<file path="src/rtl/contador_pkg.sv">
// Shared types and defaults for the programmable counter.
// Holds the FSM state encoding and parameter defaults.
package contador_pkg;

  typedef enum logic [1:0] {
    S_IDLE = 2'd0,
    S_RUN  = 2'd1,
    S_DONE = 2'd2
  } state_t;

  localparam int DEF_WIDTH     = 6;
  localparam int DEF_RESET_VAL = 0;

endpackage

</file>
<file path="src/rtl/contador_prog.sv">
// Programmable up/down counter with one-shot or auto-reload runs.
// Ports: clk, rst_n (sync, low), load/load_val, limit, up_dn,
//   auto_reload, start, stop -> count, busy, tc, done.
module contador_prog
  import contador_pkg::*;
#(
  parameter int WIDTH     = DEF_WIDTH,
  parameter int RESET_VAL = DEF_RESET_VAL
) (
  input  logic             clk,
  input  logic             rst_n,
  input  logic             load,
  input  logic [WIDTH-1:0] load_val,
  input  logic [WIDTH-1:0] limit,
  input  logic             up_dn,
  input  logic             auto_reload,
  input  logic             start,
  input  logic             stop,
  output logic [WIDTH-1:0] count,
  output logic             busy,
  output logic             tc,
  output logic             done
);

  localparam logic [WIDTH-1:0] RV  = WIDTH'(RESET_VAL);
  localparam logic [WIDTH-1:0] ONE = WIDTH'(1);

  state_t           st, st_n;
  logic [WIDTH-1:0] cnt, cnt_n;
  logic [WIDTH-1:0] rld, rld_n;
  logic             tc_q, tc_n;
  logic             dir, dir_n;
  logic             ar, ar_n;
  logic             busy_q, done_q;
  logic [WIDTH-1:0] nxt;
  logic [WIDTH-1:0] base;

  // Step wraps naturally modulo 2^WIDTH.
  assign nxt  = dir ? cnt + ONE : cnt - ONE;
  // A same-cycle load decides the start compare.
  assign base = load ? load_val : cnt;

  always_comb begin
    st_n  = st;
    cnt_n = cnt;
    rld_n = rld;
    tc_n  = 1'b0;
    dir_n = dir;
    ar_n  = ar;
    unique case (st)
      S_IDLE: begin
        if (load) begin
          cnt_n = load_val;
          rld_n = load_val;
        end
        if (start) begin
          dir_n = up_dn;
          ar_n  = auto_reload;
          if (base == limit) begin
            st_n = S_DONE;
            tc_n = 1'b1;
          end else begin
            st_n = S_RUN;
          end
        end
      end
      S_RUN: begin
        if (load) rld_n = load_val;
        if (stop) begin
          st_n = S_IDLE;
        end else if (tc_q) begin
          // Cycle after the terminal pulse.
          if (ar) begin
            cnt_n = rld;
            tc_n  = (rld == limit);
          end else begin
            st_n = S_DONE;
          end
        end else begin
          cnt_n = nxt;
          tc_n  = (nxt == limit);
        end
      end
      S_DONE: begin
        if (load) begin
          cnt_n = load_val;
          rld_n = load_val;
          st_n  = S_IDLE;
        end else if (stop) begin
          st_n = S_IDLE;
        end
      end
      default: st_n = S_IDLE;
    endcase
  end

  always_ff @(posedge clk) begin
    if (!rst_n) begin
      st     <= S_IDLE;
      cnt    <= RV;
      rld    <= RV;
      tc_q   <= 1'b0;
      dir    <= 1'b1;
      ar     <= 1'b0;
      busy_q <= 1'b0;
      done_q <= 1'b0;
    end else begin
      st     <= st_n;
      cnt    <= cnt_n;
      rld    <= rld_n;
      tc_q   <= tc_n;
      dir    <= dir_n;
      ar     <= ar_n;
      busy_q <= (st_n == S_RUN);
      done_q <= (st_n == S_DONE);
    end
  end

  assign count = cnt;
  assign busy  = busy_q;
  assign tc    = tc_q;
  assign done  = done_q;

endmodule

</file>
<file path="config.mk">
export PLATFORM = sky130hd
export DESIGN_NAME = contador_prog
export DESIGN_NICKNAME = d
export VERILOG_FILES = /design/src/rtl/contador_pkg.sv /design/src/rtl/contador_prog.sv
export SDC_FILE = /design/constraint.sdc
export NUM_CORES = 1
export LEC_CHECK = 0
export ABC_AREA = 0
export CAP_MARGIN = 10
export CORE_MARGIN = 10
export CORE_UTILIZATION = 50
export CTS_CLUSTER_DIAMETER = 30
export DETAILED_ROUTE_END_ITERATION = 10
export PLACE_DENSITY = 0.89
export SLEW_MARGIN = 20
export SYNTH_ARGS = -nofsm -noshare
export SYNTH_HDL_FRONTEND = slang
export SYNTH_SLANG_ARGS = --single-unit
</file>
<file path="constraint.sdc">
create_clock -name clk -period 2.94 [get_ports clk]
set_clock_uncertainty 0.1 [all_clocks]
set_input_delay 0.294 -clock clk [delete_from_list [all_inputs] [get_ports clk]]
set_output_delay 0.294 -clock clk [all_outputs]
set_load 0.01 [all_outputs]
</file>
==> flow_metrics.py <==
metrics = {
    "run_status": {
        "status": "finished clean",
    },
    "finish": {
        "fin_nets": 205,
        "drive_gt1_frac": 0.0444,
        "layout_common_cells": "clkdlybuf4s50_1 (27), nor2_1 (19), dfxtp_1 (19), mux2i_1 (12), nand2_1 (12)",
        "area_growth_pct": 23.2,
        "mostFrequentLayoutCell": "clkdlybuf4s50_1",
        "diodes": 0,
    },
    "timing": {
        "worstMarginPinSlew_ns": 0.553,
        "period_share": 0.834,
        "hold_ws_ns": 0.447,
        "rsz0062_at_grt": "no",
        "final-setup-viol-count": 0,
        "hold_viol": 0,
        "clock.fmax_ghz": 0.408,
        "fin_crit_ns": 2.45,
        "drv_slew": 0,
        "tns_ns": 0,
        "slew_headroom": 0.630,
    },
    "clock_network": {
        "cts_buffers": 3,
        "post-cts-setup-buffers": 0,
        "cts_root_buf": "clkbuf_4",
        "cts_tree": "done",
        "cts_sinks": 19,
        "ctsHoldBuffers": 0,
        "insertion_delay_ns": 0.31,
        "cts_resized": 0,
        "clk_path_buf_depth": 2,
        "cts_max_level": 1,
        "cts.clk_slew.worst_paths_ns": 0.12,
    },
    "routing": {
        "vias": 1269,
        "drc": 0,
        "drtIter0Drc": 86,
        "finalWirelength_mm": 3.60,
        "antenna_left": 0,
        "routedWlPerCell_um": 17.1,
        "avgViaCountPerCell": 6.04,
        "drt_first_pass_iters": 4,
    },
    "floorplan": {
        "start_util": 0.528,
        "die_h_um": 71.4,
        "core_area_mm2": 0.00250,
        "io_pins": 28,
        "num_rows": 18,
        "fp.dieW_um": 71.4,
        "die_area_mm2": 0.00509,
    },
    "yosys": {
        "syn_area_per_cell_um2": 8.51,
        "yosys_most_used_dff": "dfxtp_1",
        "syn-num-nets": 179,
        "netlist_area_mm2": 0.00132,
        "yosysSeqAreaShare": 0.288,
        "synth_cell_types": 39,
        "synthArstFlopShare": 0,
        "syn_inst": 155,
        "ys_warn_count": 0,
        "synth-edff-count": 0,
        "synth-seq-cells": 19,
    },
    "power": {
        "leakage_nw": 0.689,
        "p_per_area_mw_per_mm2": 412,
        "peakVddDrop_v": 0.000284,
        "total_power_w": 0.000668,
    },
    "global_route": {
        "antenna_found_initial": 0,
        "grt_pass1_wl_mm": 5.91,
        "grt_pass1_vias": 1261,
        "grt_max_degree": 14,
        "grt_usage": 0.139,
        "grt_overflow": 0,
    },
    "worst_setup_path": {
        "worst_path_max_delay_cell": "dfxtp_1",
        "cpPeakStageDelay_ns": 0.44,
        "cp-end-kind": "flop",
        "cp-startpoint": "dir",
        "critical_path_class": "flop to flop",
        "cp.arrival_ns": 2.59,
        "crit_fanout": 5,
        "r2r_setup_slack_ns": 0.49,
        "critPathCapture": "count[5]",
        "rr_startpoint": "dir",
        "cp.required_ns": 3.08,
        "worst_r2r_path_depth": 8,
        "start_kind": "flop",
        "timing.rr.end": "count[5]",
        "cp_cell_sequence": "inv_1 > ha_1 > and3_1 > a221o_2 > nor2_1 > xor2_1 > or3_1 > a21oi_1",
    },
    "flow_run": {
        "maxCapViolCount": 0,
    },
    "placement": {
        "gp_congestion": 0.974,
        "io_buffers": 27,
        "dp.final_hpwl_mm": 2.89,
    },
    "hold_path": {
        "min_path_type": "flop to flop",
    },
}
cells by family after synthesis:
kind of cell | Yosys count | synth area share
AO/OA/AOI/OAI | 34 | 0.179
XOR/XNOR | 24 | 0.176
adder cells (fa/ha/maj) | 5 | 0.0531
buffers and inverters | 13 | 0.0427
flip-flops | 19 | 0.288
multiplexers | 13 | 0.0996
AND/OR/NAND/NOR | 47 | 0.161
synthesized netlist by cell type, drive strengths merged, types with 2 or more instances:
| master | n | area share |
|---|---|---|
| o211a | 3 | 0.023 |
| nor2 | 19 | 0.054 |
| a22oi | 2 | 0.011 |
| nor4 | 3 | 0.014 |
| xnor2 | 12 | 0.085 |
| dfxtp | 19 | 0.29 |
| a21oi | 11 | 0.047 |
| clkbuf | 5 | 0.014 |
| a31oi | 2 | 0.0095 |
| o21ai | 7 | 0.027 |
| nand3 | 2 | 0.0076 |
| mux2i | 12 | 0.091 |
| inv | 7 | 0.020 |
| nor3 | 3 | 0.011 |
| ha | 4 | 0.038 |
| and3 | 2 | 0.0095 |
| nand2 | 12 | 0.034 |
| xor2 | 11 | 0.073 |
layer usage:
layer | global-route usage | wire length [um] | vias up
li1 | - | - | 593
met1 | 0.172 | 1490 | 581
met2 | 0.213 | 1630 | 75
met3 | 0.0399 | 324 | 20
met4 | 0.0710 | 150 | 0
met5 | 0 | 0 | -
critical path: cells and delay by family (launching register included):
family                   cells  cell delay [ns]
AO/OA/AOI/OAI                2             0.49
XOR/XNOR                     1             0.09
flip-flops                   1             0.44
adder cells (fa/ha/maj)      1             0.37
buffers and inverters        1             0.15
AND/OR/NAND/NOR              3             0.74
how the worst min path moves through the flow:
stage / from / to / slack, ns / depth (start not counted)
after floorplan: rst_n / dir / 0.28 / 1
after global placement: rld[2] / rld[2] / 0.42 / 2
after detailed placement: rld[2] / rld[2] / 0.43 / 2
after CTS: rld[2] / rld[2] / 0.45 / 2
after global routing: rld[2] / rld[2] / 0.47 / 2
final: rld[2] / rld[2] / 0.45 / 2
cell type report:
cell class	instances	area [um^2]
Clock buffer	3	22.5
Fill cell	210	876
Tap cell	30	37.5
Clock inverter	1	5.00
Multi-Input combinational cell	123	882
Inverter	7	26.3
Sequential cell	19	380
Timing Repair Buffer	27	270
registers in the layout (all words and copies together), names as in the netlist:
signal	flops
ar	1
dir	1
done	1
tc	1
busy	1
rld	6
st	2
count	6
report_power, final:
group | switching (W) | internal, W | total (W)
clock network | 0.0000888 | 0.0000508 | 0.000140
registers | 0.0000217 | 0.000275 | 0.000296
logic | 0.000115 | 0.000117 | 0.000232
metrics by stage:
step	instance area [um^2]	utilization	std cells	setup WS (ns)
final	1620	0.650	210	0.489
after detailed placement	1600	0.639	206	0.343
after CTS	1620	0.650	210	0.495
after floorplan	1320	-	155	0.700
after global placement	1600	0.639	206	0.341
after global routing	1620	0.650	210	0.300
Power figures use the tool's default switching activity.
